### src/rtl/disp_pkg.sv
// Shared types and helpers for the FIFO display reader: read-FSM states,
// blank segment value and the hex-to-7-segment table.
package disp_pkg;

    typedef enum logic [1:0] {
        IDLE = 2'd0,
        POP  = 2'd1,
        HOLD = 2'd2
    } rd_state_t;

    // All segments off in active-high terms; polarity applied by seg_off()
    localparam logic [7:0] SEG_BLANK = 8'h00;

    function automatic logic [7:0] seg_off(input logic act_low);
        return act_low ? ~SEG_BLANK : SEG_BLANK;
    endfunction

    // Segment order {dp,g,f,e,d,c,b,a}; dp is never lit
    function automatic logic [7:0] hex_to_seg(input logic [3:0] nibble, input logic act_low);
        logic [7:0] seg;
        case (nibble)
            4'h0:    seg = 8'h3F;
            4'h1:    seg = 8'h06;
            4'h2:    seg = 8'h5B;
            4'h3:    seg = 8'h4F;
            4'h4:    seg = 8'h66;
            4'h5:    seg = 8'h6D;
            4'h6:    seg = 8'h7D;
            4'h7:    seg = 8'h07;
            4'h8:    seg = 8'h7F;
            4'h9:    seg = 8'h6F;
            4'hA:    seg = 8'h77;
            4'hB:    seg = 8'h7C;
            4'hC:    seg = 8'h39;
            4'hD:    seg = 8'h5E;
            4'hE:    seg = 8'h79;
            default: seg = 8'h71;
        endcase
        return act_low ? ~seg : seg;
    endfunction

endpackage

### src/rtl/seg_scan_mux.sv
// Time-multiplexed digit scanner: rotates a one-hot digit enable every
// SCAN_DIV cycles and presents the matching segment slice alongside it.
module seg_scan_mux
    import disp_pkg::*;
#(
    parameter int unsigned DIGITS      = 4,
    parameter int unsigned SCAN_DIV    = 250,
    parameter int unsigned SEG_ACT_LOW = 1
) (
    input  logic                  clk,
    input  logic                  rst,
    input  logic [DIGITS*8-1:0]   seg_static,
    output logic [7:0]            seg_scan,
    output logic [DIGITS-1:0]     dig_en
);

    localparam int unsigned DIV_W = (SCAN_DIV > 1) ? $clog2(SCAN_DIV) : 1;
    localparam int unsigned IDX_W = (DIGITS > 1) ? $clog2(DIGITS) : 1;
    localparam logic [7:0]  BLANK = seg_off(SEG_ACT_LOW != 0);

    logic [DIV_W-1:0] div_cnt;
    logic [IDX_W-1:0] idx;
    logic             div_tc;

    assign div_tc = (div_cnt == DIV_W'(SCAN_DIV - 1));

    // Slot divider and digit index
    always_ff @(posedge clk or posedge rst) begin
        if (rst) begin
            div_cnt <= '0;
            idx     <= '0;
        end else if (div_tc) begin
            div_cnt <= '0;
            idx     <= (idx == IDX_W'(DIGITS - 1)) ? '0 : idx + IDX_W'(1);
        end else begin
            div_cnt <= div_cnt + DIV_W'(1);
        end
    end

    // Enable and segments share one register stage so they switch together
    always_ff @(posedge clk or posedge rst) begin
        if (rst) begin
            dig_en   <= DIGITS'(1);
            seg_scan <= BLANK;
        end else begin
            dig_en   <= DIGITS'(1) << idx;
            seg_scan <= seg_static[{idx, 3'b000} +: 8];
        end
    end

endmodule

### src/rtl/fifo_disp_reader.sv
// Paced FIFO read engine with hex display drivers: pops words under run/step
// control, holds each for HOLD_CYCLES, and renders the last word as 7-segment.
module fifo_disp_reader
    import disp_pkg::*;
#(
    parameter int unsigned DATA_W      = 16,
    parameter int unsigned HOLD_CYCLES = 1000,
    parameter int unsigned SEG_ACT_LOW = 1,
    parameter int unsigned SCAN_MODE   = 0,
    parameter int unsigned SCAN_DIV    = 250
) (
    input  logic                    clk,
    input  logic                    rst,
    input  logic                    rempty,
    input  logic [DATA_W-1:0]       rdata,
    output logic                    rinc,
    input  logic                    run,
    input  logic                    step,
    output logic [DATA_W-1:0]       data_out,
    output logic                    valid_out,
    output logic [15:0]             word_cnt,
    output logic [DATA_W/4*8-1:0]   seg_static,
    output logic [7:0]              seg_scan,
    output logic [DATA_W/4-1:0]     dig_en
);

    localparam int unsigned DIGITS = DATA_W / 4;
    localparam int unsigned HOLD_W = (HOLD_CYCLES > 1) ? $clog2(HOLD_CYCLES) : 1;
    localparam logic [7:0]  BLANK  = seg_off(SEG_ACT_LOW != 0);

    rd_state_t         state;
    rd_state_t         state_nxt;
    logic [HOLD_W-1:0] hold_cnt;
    logic              step_pend;
    logic              go;
    logic              pop_enter;

    assign go = run | step_pend;

    always_ff @(posedge clk or posedge rst) begin
        if (rst) state <= IDLE;
        else     state <= state_nxt;
    end

    always_comb begin
        state_nxt = state;
        case (state)
            IDLE:    if (go && !rempty) state_nxt = POP;
            POP:     state_nxt = HOLD;
            HOLD:    if (hold_cnt == '0) state_nxt = IDLE;
            default: state_nxt = IDLE;
        endcase
    end

    // Pop decision is taken on the IDLE->POP edge so rinc can be registered
    always_comb begin
        pop_enter = 1'b0;
        if (state == IDLE && state_nxt == POP) pop_enter = 1'b1;
    end

    always_ff @(posedge clk or posedge rst) begin
        if (rst) begin
            rinc      <= 1'b0;
            data_out  <= '0;
            valid_out <= 1'b0;
            word_cnt  <= '0;
            step_pend <= 1'b0;
            hold_cnt  <= '0;
        end else begin
            rinc <= pop_enter;
            if (pop_enter) begin
                data_out  <= rdata;
                valid_out <= 1'b1;
                word_cnt  <= word_cnt + 16'd1;
            end
            // Clearing on pop wins, so a step arriving with the pop is absorbed
            if (pop_enter)         step_pend <= 1'b0;
            else if (step && !run) step_pend <= 1'b1;
            if (state == POP)
                hold_cnt <= HOLD_W'(HOLD_CYCLES - 1);
            else if (state == HOLD && hold_cnt != '0)
                hold_cnt <= hold_cnt - HOLD_W'(1);
        end
    end

    always_ff @(posedge clk or posedge rst) begin
        if (rst) begin
            seg_static <= {DIGITS{BLANK}};
        end else begin
            for (int k = 0; k < DIGITS; k++)
                seg_static[8*k +: 8] <= valid_out
                    ? hex_to_seg(data_out[4*k +: 4], SEG_ACT_LOW != 0) : BLANK;
        end
    end

    if (SCAN_MODE != 0) begin : g_scan
        seg_scan_mux #(
            .DIGITS      (DIGITS),
            .SCAN_DIV    (SCAN_DIV),
            .SEG_ACT_LOW (SEG_ACT_LOW)
        ) u_scan (
            .clk        (clk),
            .rst        (rst),
            .seg_static (seg_static),
            .seg_scan   (seg_scan),
            .dig_en     (dig_en)
        );
    end else begin : g_static
        assign seg_scan = seg_static[7:0];
        assign dig_en   = '1;
    end

endmodule

### config.mk
export PLATFORM = sky130hd
export DESIGN_NAME = fifo_disp_reader
export DESIGN_NICKNAME = d
export VERILOG_FILES = /design/src/rtl/disp_pkg.sv /design/src/rtl/seg_scan_mux.sv /design/src/rtl/fifo_disp_reader.sv
export SDC_FILE = /design/constraint.sdc
export NUM_CORES = 1
export LEC_CHECK = 0
export ABC_AREA = 0
export CAP_MARGIN = 20
export CORE_MARGIN = 4
export CORE_UTILIZATION = 35
export CTS_CLUSTER_DIAMETER = 150
export DETAILED_ROUTE_END_ITERATION = 7
export PLACE_DENSITY = 0.68
export SETUP_SLACK_MARGIN = 0.5
export SYNTH_ARGS = -nofsm -noshare
export SYNTH_HDL_FRONTEND = slang
export SYNTH_SLANG_ARGS = --single-unit
### constraint.sdc
create_clock -name clk -period 2.5 [get_ports clk]
set_input_delay 0.5 -clock clk [delete_from_list [all_inputs] [get_ports clk]]
set_output_delay 0.5 -clock clk [all_outputs]
set_load 0.01 [all_outputs]
Word level (Yosys, flattened, before mapping)
Memory sizes are Yosys's and may differ from the RTL's.
Index checks and enable logic that the tools add are counted.
Cells by class
  $lt $le $gt $ge: 0
  multipliers: 0
  equal/unequal tests: 3
  bitwise operators: 5
  divide/modulo/power cells: 0
  muxes and demuxes: 12
  reduce and logical (&&, ||, !) cells: 11
  add/subtract/negate cells: 2
  shifts and indexed selects: 0
Operators with widths (count)
  2-to-1 mux 8 bit: 4
  NOT 8 bit: 4
  2-to-1 mux 10 bit: 2
  adder 16 x 1 -> 16 bit (second input constant): 1
  logical NOT 10 bit: 1
  nonzero test 10 bit: 1
  subtractor 10 x 1 -> 10 bit (second input constant): 1
  case mux 2 bit (3 select lines): 1
  == test 2 x 1 -> 1 bit (second input constant): 2
  logical AND 1 bit: 4
  2-to-1 mux 2 bit: 2
  nonzero test 2 bit: 2
  2-to-1 mux 1 bit: 3
  == test 2 bit (second input constant): 1
  logical NOT 1 bit: 2
  logical NOT 2 bit: 1
  bitwise OR 1 bit: 1
Storage, ports and cells
  ROM bits: 448
  bits in latches: 0
  bits in registers: 79
  logic and storage cells: 45
  bits in writable memories: 0
  memories: 4
  output and inout bits: 78
Memories
  (no name shown): depth 16, bits a word 7, read ports 1, clocked after Yosys merged registers in 0, wr ports 0, RTL line disp_pkg.sv:21  | case (nibble)
  (no name shown): depth 16, bits a word 7, read ports 1, clocked after Yosys merged registers in 0, wr ports 0, RTL line disp_pkg.sv:21
  (no name shown): depth 16, bits a word 7, read ports 1, clocked after Yosys merged registers in 0, wr ports 0, RTL line disp_pkg.sv:21
  (no name shown): depth 16, bits a word 7, read ports 1, clocked after Yosys merged registers in 0, wr ports 0, RTL line disp_pkg.sv:21

Longest topological paths before layout
Gate-level depths: netlist of the first run.
  depth after elaboration: 8
  depth in mapped cells: 7
  depth with buffers taken out: 6

Least setup slack after synthesis of the first run
OpenSTA, ideal clock, no wires.
  path type: flip-flop to flip-flop
  start point: register hold_cnt[2]
  end point: register hold_cnt[5]
  stages on the path, launching flop included: 5
  buffers on the path: 0
  path slack: 699 ps
  required time: 2431 ps
  data arrival time: 1732 ps
  cells stage by stage: dfrtp_1 or4b_4 or4_1 or3_1 nand3_1
Between the ends
  longest elaborated chain between the ends: 3
  elaborated cells between the ends (all ways): 6
  classes of those cells: add/sub (1); mux (2); reduce/logical (3)
Ends and longest elaborated chain
  from (decl): RTL line fifo_disp_reader.sv:33  | logic [HOLD_W-1:0] hold_cnt;
  from (signal assigned): RTL line fifo_disp_reader.sv:80  | hold_cnt <= HOLD_W'(HOLD_CYCLES - 1);
  from (signal assigned): RTL line fifo_disp_reader.sv:82  | hold_cnt <= hold_cnt - HOLD_W'(1);
  subtractor 10 x 1 -> 10 bit / nonzero test 10 bit (equally long branches): RTL line fifo_disp_reader.sv:82, fifo_disp_reader.sv:81
  2-to-1 mux 10 bit / logical AND 1 bit (equally long branches): RTL line fifo_disp_reader.sv:81  | else if (state == HOLD && hold_cnt != '0)
  2-to-1 mux 10 bit / nonzero test 2 bit (equally long branches)
Parallel ways exist; a longest one is shown, timed or not. The select of a mux whose other input is x is not followed.
A chain may end at the register's enable or synchronous reset.

Final worst setup path of the first run
  start point: register seg_static[26]
  end point: output port seg_static[26]
RTL lines
  from (decl): RTL line fifo_disp_reader.sv:22  | output logic [DATA_W/4*8-1:0] seg_static,
  from (signal assigned): RTL line fifo_disp_reader.sv:88  | seg_static <= {DIGITS{BLANK}};
  from (signal, indexed assignment): RTL line fifo_disp_reader.sv:91  | seg_static[8*k +: 8] <= valid_out
No word-level cell between the ends.

==> results of run 1 <==
[power groups by stage]
stage	Sequential [W]	Clock (W)	Combinational, W
2_1_floorplan	0.00227	0	0.00151
3_3_place_gp	0.00225	0	0.00268
3_5_place_dp	0.00226	0	0.00274
4_1_cts	0.00225	0.00116	0.00275
5_1_grt	0.00228	0.00120	0.00315
6_report	0.00219	0.00112	0.00284
[worst register-to-register path: stages (launching register included)]
cell and delay (ps):
dfrtp_2 450, or4b_4 580, or4_1 420, or3_1 320, nand3_1 80
[sequential cells by signal, indices dropped and copies added (netlist names)]
name and flops:
seg_static 28, data_out 16, word_cnt 16, hold_cnt 10, state 2, rinc 1, step_pend 1, valid_out 1
[timing repair]
action | in CTS | in global routing
pin swaps | 0 | 0
endpoints found under the hold margin | 0 | 0
setup buffers | 0 | 10
setup endpoints to repair | 4 | 11
resized for setup | 4 | 6
[cell families after synthesis]
| logic type | Yosys count | synth area share [%] |
|---|---|---|
| xor+xnor | 15 | 3.414 |
| compound gates | 74 | 13.10 |
| fa+ha+maj | 22 | 7.152 |
| buf+inv | 54 | 6.827 |
| mux | 8 | 2.211 |
| flops | 75 | 49.68 |
| other cells | 1 | 0.09744 |
| simple gates | 129 | 17.52 |
[final cells by class]
type	count	area (um2)
Tap cell	140	175.2
Clock inverter	7	116.4
Fill cell	1052	5625
Clock buffer	9	123.9
Sequential cell	75	1923
Multi-Input combinational cell	257	1710
Inverter	21	82.58
Timing Repair Buffer	105	1036
[per-layer routing]
layer	vias to the layer above	global-route usage [%]	wire [um]
met5	-	0	0
met4	0	3.846	80
met3	8	4.492	559
met2	89	23.34	4244
met1	1473	18.83	3952
li1	1485	-	-
[how the worst max path moves through the flow]
stage          depth (start not counted)                     start                 endpoint  slack [ps]
3_3_place_gp                           6                    rempty  word_cnt[5]$_DFFE_PP0P_         550
3_5_place_dp                           4   hold_cnt[2]$_DFFE_PP0P_  hold_cnt[9]$_DFFE_PP0P_         530
5_1_grt                                4   hold_cnt[2]$_DFFE_PP0P_  hold_cnt[5]$_DFFE_PP0P_         510
6_report                               1  seg_static[26]$_DFF_PP1_           seg_static[26]         570
4_1_cts                                1     valid_out$_DFFE_PP0P_                valid_out         480
2_1_floorplan                          4   hold_cnt[2]$_DFFE_PP0P_  hold_cnt[5]$_DFFE_PP0P_         700
[placed cells by master (no fill, tap or decap), types with 9 or more instances in the layout]
cell type / Yosys / final
buf_4: 16 / 14
clkbuf_8: 0 / 9
clkdlybuf4s50_1: 0 / 89
conb_1: 1 / 9
dfrtp_1: 47 / 38
dfrtp_2: 0 / 9
dfstp_2: 28 / 28
ha_1: 22 / 22
inv_1: 20 / 19
nand2_1: 42 / 42
nand2b_1: 10 / 10
nor2_1: 19 / 19
nor2b_1: 9 / 9
nor3_1: 10 / 10
o21ai_0: 26 / 26
xnor2_1: 13 / 13
[stage by stage]
| stage | instance area [um2] | setup slack [ps] |
|---|---|---|
| final | 5167 | 565.9 |
| after global routing | 5167 | 506.6 |
| after CTS | 5080 | 483.4 |
| after detailed placement | 4835 | 525.1 |
| after global placement | 4835 | 554.2 |
| after floorplan | 3882 | 699.2 |
==> results.yml, run 1 <==
finish:
  antenna_cells: 0
  final_util_pct: 47.88
  nets: 512
  drive_gt1_share_pct: 16.24
  fin_cells: 614
  syn_to_final_growth_pct: 34.27
setup_path:
  crit_path_end_kind: "output pin"
  critPathBufInv: 1
  max_stage_delay_ps: 560
  worstPathCellList: "clkdlybuf4s50_1"
  worst-path-max-fanout: 1
  crit_required_ps: 2000
  cp_slowest_cell: "clkdlybuf4s50_1"
  r2r_slack_ps: 580
  path_class: "reg -> out"
  arrival_ps: 1430
  worstReg2RegStart: "hold_cnt[2]$_DFFE_PP0P_"
  critPathTopFamily: "buffers and inverters"
  start_kind: "register"
  r2r_end: "hold_cnt[5]$_DFFE_PP0P_"
  r2r_cells: 4
yosys:
  synth_most_common_cell: "dfrtp_1"
  syn_avg_cell_area_um2: 10.18
  synth_cell_types: 43
  ys_ff_latch: 75
  synth_top_area_cell: "dfrtp_1"
  synth_async_sr_flop_share_pct: 100.0
  synthFlopType: "dfrtp_1"
  yosys_warnings: 0
  syn-cell-area_mm2: 0.003849
  synth_common_cells: "dfrtp_1, nand2_1, dfstp_2"
  synthCells: 378
  synth-edff-count: 0
  synthTopCellsByArea: "dfrtp_1, dfstp_2, ha_1"
  synth-seq-area-share_pct: 49.67
  synth.top_cell.area_share_pct: 30.56
routing:
  num_vias: 3055
  drt-initial-drc-count: 135
  firstDrtPassIters: 4
  ant_nets: 0
  wl_per_cell_um: 14.39
  vias_per_cell: 4.976
  routed_wl_mm: 8.837
  drc: 0
clock_network:
  cts.sinks: 75
  holdBufCountCts: 0
  cts_tree: "built"
  cts_buffers: 9
  insertion_delay_ps: 350
  htreeDepth: 3
  clkTransAtPathRegs_ps: 80
  root_buffer: "clkbuf_8"
  clock_path_buffers: 2
timing:
  hold_viol_final: 0
  finalSetupViolations: 0
  rsz0062_at_grt: "false"
  min_period_ps: 1934
  tns_ps: 0
  fin_skew_ps: 11.76
  worst_pin_slew_ps: 550.0
  maxSlewViolCount: 0
  slew_headroom_pct: 63.11
  max_freq_ghz: 0.5170
  period_share_pct: 77.36
  hold-worst-slack_ps: 477.7
place:
  gp_congestion: 0.8577
  dp_hpwl_mm: 6.402
  io_buffers: 89
  dpl.cell_count: 588
worst_hold_path:
  hold_class: "in -> async"
grt:
  grt_pass1_wl_mm: 14.86
  first_global_vias: 2976
  overflow: 0
  grt_max_degree: 61
  grt_usage_pct: 14.43
  antenna_found_initial: 0
outcome:
  status: "finished, final reports clean"
pwr:
  power_frac_seq_pct: 35.6
  power_switching_w: 0.002192
  vdd_drop_max_uv: 535.6
  p_comb_share_pct: 46.2
  clkPwrFrac_pct: 18.2
  internal-power_w: 0.003965
  switching_share_pct: 35.60
  leakage_nw: 2.124
  totalPowerFinal_w: 0.006156
  powerDensity_mw_per_mm2: 1191
die:
  io_pins: 99
  die-area_mm2: 0.01274
  row_count: 38
  core_area_mm2: 0.01079
  start_util_pct: 35.66
  die_width_um: 112.9
  die_h_um: 112.9
job:
  cap_violations: 0
Note: power is estimated with default switching activity, not from simulation.
==> run 2: changes to the inputs <==
Clock period 2.5 ns to 1.7 ns, I/O delays scaled along.
==> results.yml, run 2 (synthesis results as in run 1) <==
outcome:
  status: "finished with violations"
  violations: "setup timing"
timing:
  rsz0062_at_grt: "true"
  finalSetupViolations: 5
  setup_slack_ps: -135.4
  max_freq_ghz: 0.5449
  min_period_ps: 1835
  tns_ps: -462.4
  hold_viol_final: 0
  period_share_pct: 108.0
  maxSlewViolCount: 0
  fin_skew_ps: 7.780
  hold-worst-slack_ps: 429.5
die:
  row_count: 38
  start_util_pct: 35.66
  die_width_um: 112.9
  die-area_mm2: 0.01274
  core_area_mm2: 0.01079
  io_pins: 99
  die_h_um: 112.9
finish:
  drive_gt1_share_pct: 64.30
  mostFrequentLayoutCell: "buf_6"
  final_cell_mix: "buf_6, buf_4, dfrtp_1"
  antenna_cells: 0
  largest_registers: "seg_static (28), data_out (16), word_cnt (16)"
  fin_cells: 703
  final_cell_area_mm2: 0.006895
  largest_reg_flops: 28
  regMostFlops: "seg_static"
  syn_to_final_growth_pct: 79.16
  nets: 601
routing:
  ant_nets: 0
  firstDrtPassIters: 4
  num_vias: 3579
  drc: 0
  vias_per_cell: 5.091
  drt-initial-drc-count: 221
  routed_wl_mm: 11.98
  wl_per_cell_um: 17.04
clock_network:
  insertion_delay_ps: 350
  holdBufCountCts: 0
  clkTransAtPathRegs_ps: 80
  htreeDepth: 3
  cts_tree: "built"
  root_buffer: "clkbuf_8"
  cts.sinks: 75
  clock_path_buffers: 2
  cts_buffers: 9
grt:
  grt_usage_pct: 18.15
  grt_max_degree: 76
  overflow: 0
  antenna_found_initial: 0
  grt_pass1_wl_mm: 18.75
  first_global_vias: 3808
pwr:
  power_frac_seq_pct: 25.7
  power_switching_w: 0.004757
  switching_share_pct: 37.64
  powerDensity_mw_per_mm2: 1833
  p_comb_share_pct: 62.8
  vdd_drop_max_uv: 1166
  leakage_nw: 3.055
  clkPwrFrac_pct: 11.5
  internal-power_w: 0.007881
place:
  pre_cts_ws_ps: -120.7
  place_area_mm2: 0.005051
  dpl.cell_count: 606
  gp_congestion: 0.8201
  dp_hpwl_mm: 6.591
  io_buffers: 89
setup_path:
  start_kind: "register"
  path_class: "reg -> reg"
  crit_required_ps: 1990
  arrival_ps: 2130
  worst-path-max-fanout: 3
  crit_path_end_kind: "register"
job:
  cap_violations: 0
worst_hold_path:
  hold_class: "in -> async"
==> run 2: changes by cell type in the layout (fill, tap and decap cells not counted), sizes merged <==
cell	change
buf	+158
inv	+1
clkbuf	+3
clkinvlp	-1
bufinv	-2
clkinv	-1
clkdlybuf4s50	-69
==> run 2: cell type report <==
type                            instances  area [um2]
Tap cell                              140       175.2
Clock inverter                          4       46.29
Timing Repair Buffer                  194        1954
Fill cell                             814        3897
Inverter                               21       125.1
Clock buffer                           12       165.2
Sequential cell                        75        1932
Multi-Input combinational cell        257        2497
==> run 2: path summary, 6_finish.rpt <==
check / from / cells after the start / slack, ps / to
setup / recovery: hold_cnt[4]$_DFFE_PP0P_ / 4 / -140 / hold_cnt[5]$_DFFE_PP0P_
hold reg to reg: word_cnt[11]$_DFFE_PP0P_ / 1 / 500 / word_cnt[11]$_DFFE_PP0P_
min in group clk: word_cnt[11]$_DFFE_PP0P_ / 1 / 500 / word_cnt[11]$_DFFE_PP0P_
max in group asynchronous: rst / 3 / 890 / seg_static[3]$_DFF_PP1_
hold / removal: rst / 3 / 430 / rinc$_DFF_PP0_
setup reg to reg: hold_cnt[4]$_DFFE_PP0P_ / 4 / -140 / hold_cnt[5]$_DFFE_PP0P_
==> run 2: per-layer routing <==
| layer | GRT usage (%) | wire [um] |
|---|---|---|
| met4 | 6.811 | 314 |
| met5 | 0 | 0 |
| met1 | 22.16 | 4655 |
| met2 | 30.13 | 6136 |
| met3 | 5.668 | 870 |
==> run 2: worst max-delay path, stage by stage, from the launching register on <==
cell	delay, ps
dfrtp_1	380
or4b_4	550
or4_1	430
or3_1	320
nand3_1	90
==> run 2: power by group through the flow <==
stage / combinational, W / sequential (W) / clock, W
global route: 0.00850 / 0.00333 / 0.00159
finish: 0.00794 / 0.00324 / 0.00146
floorplan: 0.00238 / 0.00340 / 0
CTS: 0.00685 / 0.00323 / 0.00149
detailed placement: 0.00442 / 0.00324 / 0
global placement: 0.00432 / 0.00321 / 0
==> run 2: metrics by stage <==
stage / util [%] / total power [W]
after detailed placement: 46.80 / 0.007658
after global placement: 46.80 / 0.007528
after global routing: 63.89 / 0.01341
final: 63.89 / 0.01264
after floorplan: - / 0.005772
after CTS: 59.61 / 0.01157
==> run 2: what timing repair did <==
| action | 4_1_cts | 5_1_grt |
|---|---|---|
| gates resized for setup | 493 | 64 |
| gates cloned | 3 | 0 |
| pin swaps | 51 | 50 |
| setup endpoints to repair | 137 | 141 |
| buffers inserted | 60 | 18 |
==> edit, RTL diff (flow settings as in run 1) <==
The 3 states of `rd_state_t` get a one-hot encoding in 3 bits.
--- a/src/rtl/disp_pkg.sv
+++ b/src/rtl/disp_pkg.sv
@@ -2,10 +2,10 @@
 // blank segment value and the hex-to-7-segment table.
 package disp_pkg;
 
-    typedef enum logic [1:0] {
-        IDLE = 2'd0,
-        POP  = 2'd1,
-        HOLD = 2'd2
+    typedef enum logic [2:0] {
+        IDLE = 3'b001,
+        POP  = 3'b010,
+        HOLD = 3'b100
     } rd_state_t;
 
     // All segments off in active-high terms; polarity applied by seg_off()
Function: same outputs for any inputs over 10 cycles, from zero or initial values and one cycle with rst high; not proved beyond that.
==> edit against run 1 <==
  * Via count did not move
  * Sequential cell count rose by 1
  * Worst setup slack got worse by 0.014 ns
  * Synthesized area is 1.1% higher
  * Wire length up 2.8%
  * Power up 2.6%
  * Design area rose by 2.2%
==> edit: results (changes against run 1) <==
[final_layout]
fillerInstances = 1018  ; -3.2%
multi_input_cells = 245  ; -4.7%
nonClockBufferCount = 117  ; +11%
nNetsFinal = 510  ; -0.39%
multi_input_area_um2 = 1730  ; +1.1%
inv_count = 18  ; -14%
clock_buffers = 10  ; +1
area_growth_pct = 35.7

[critical_path]
crit_path_max_fanout = 9  ; +8
reg2reg_depth = 5  ; +1
r2r-start = state[0]
r2r_end = data_out[7]
worstPathArrival_ns = 1.45  ; +0.02 ns
critPathMaxStageDelay_ns = 0.61  ; +0.05 ns

[placed_design]
dp_slack_ns = 0.0811  ; -0.444 ns
placed_cell_area_um2 = 4890  ; +1.1%
gp_congestion = 0.881  ; +2.7%

[yosys]
synth-seq-area-share = 0.498  ; +0.00148
synth_area_per_cell_um2 = 10.7  ; +5.5%
synthTopCellsByCount = 47 x dfrtp_1, 29 x dfstp_2, 28 x nand2_1, 26 x o21ai_0, 22 x ha_1

[grt]
grtUsageTotal = 0.140  ; -0.00432

[sta]
skew_ns = 0.0115  ; -0.000230 ns
fin_hold_ws_ns = 0.486  ; +0.00794 ns
tightest_slew_ns = 0.549  ; -0.000870 ns

[pwr]
p_leak_nw = 2.19  ; +2.9%

[run_status]
status = finished, final reports clean

[route]
wire_per_inst_um = 14.8  ; +3.1%
drt_iter0_drc = 108  ; -20%
vias_per_cell = 4.99  ; +0.33%

[clocking]
clock_sinks = 76  ; +1.3%

-- edit: cell count changes after synthesis, moves of 4 or more --
cell      before  now
nand2_1       42   28
mux2_2         4    9
clkbuf_1      16   11
or3_1          4    0
-- edit: kinds of logic after synthesis --
group           Yosys count  share of synthesized area
other cells               1                   0.000964
buf+inv                  49                     0.0659
fa+ha+maj                22                     0.0708
mux                      16                     0.0441
simple gates            112                      0.160
compound gates           71                      0.126
flops                    76                      0.498
xor+xnor                 15                     0.0338
-- edit: where the power goes --
part	switching, mW	internal (mW)
clock	0.473	0.470
sequential	0.452	1.85
combinational	1.38	1.69
total	2.30	4.01
-- edit: repair_timing --
item	4_1_cts	5_1_grt
setup buffers	1	18
gates resized for setup	5	6
cloned	1	0
setup endpoints to repair	9	26
pin swaps	2	1
-- edit: routing by layer --
metal  vias to the layer above  GRT usage  wire length [um]
met4                         0     0.0585                74
met2                        83      0.221              4320
met5                         -          0                 0
met3                         8     0.0302               464
met1                      1497      0.187              4220
li1                       1467          -                 -
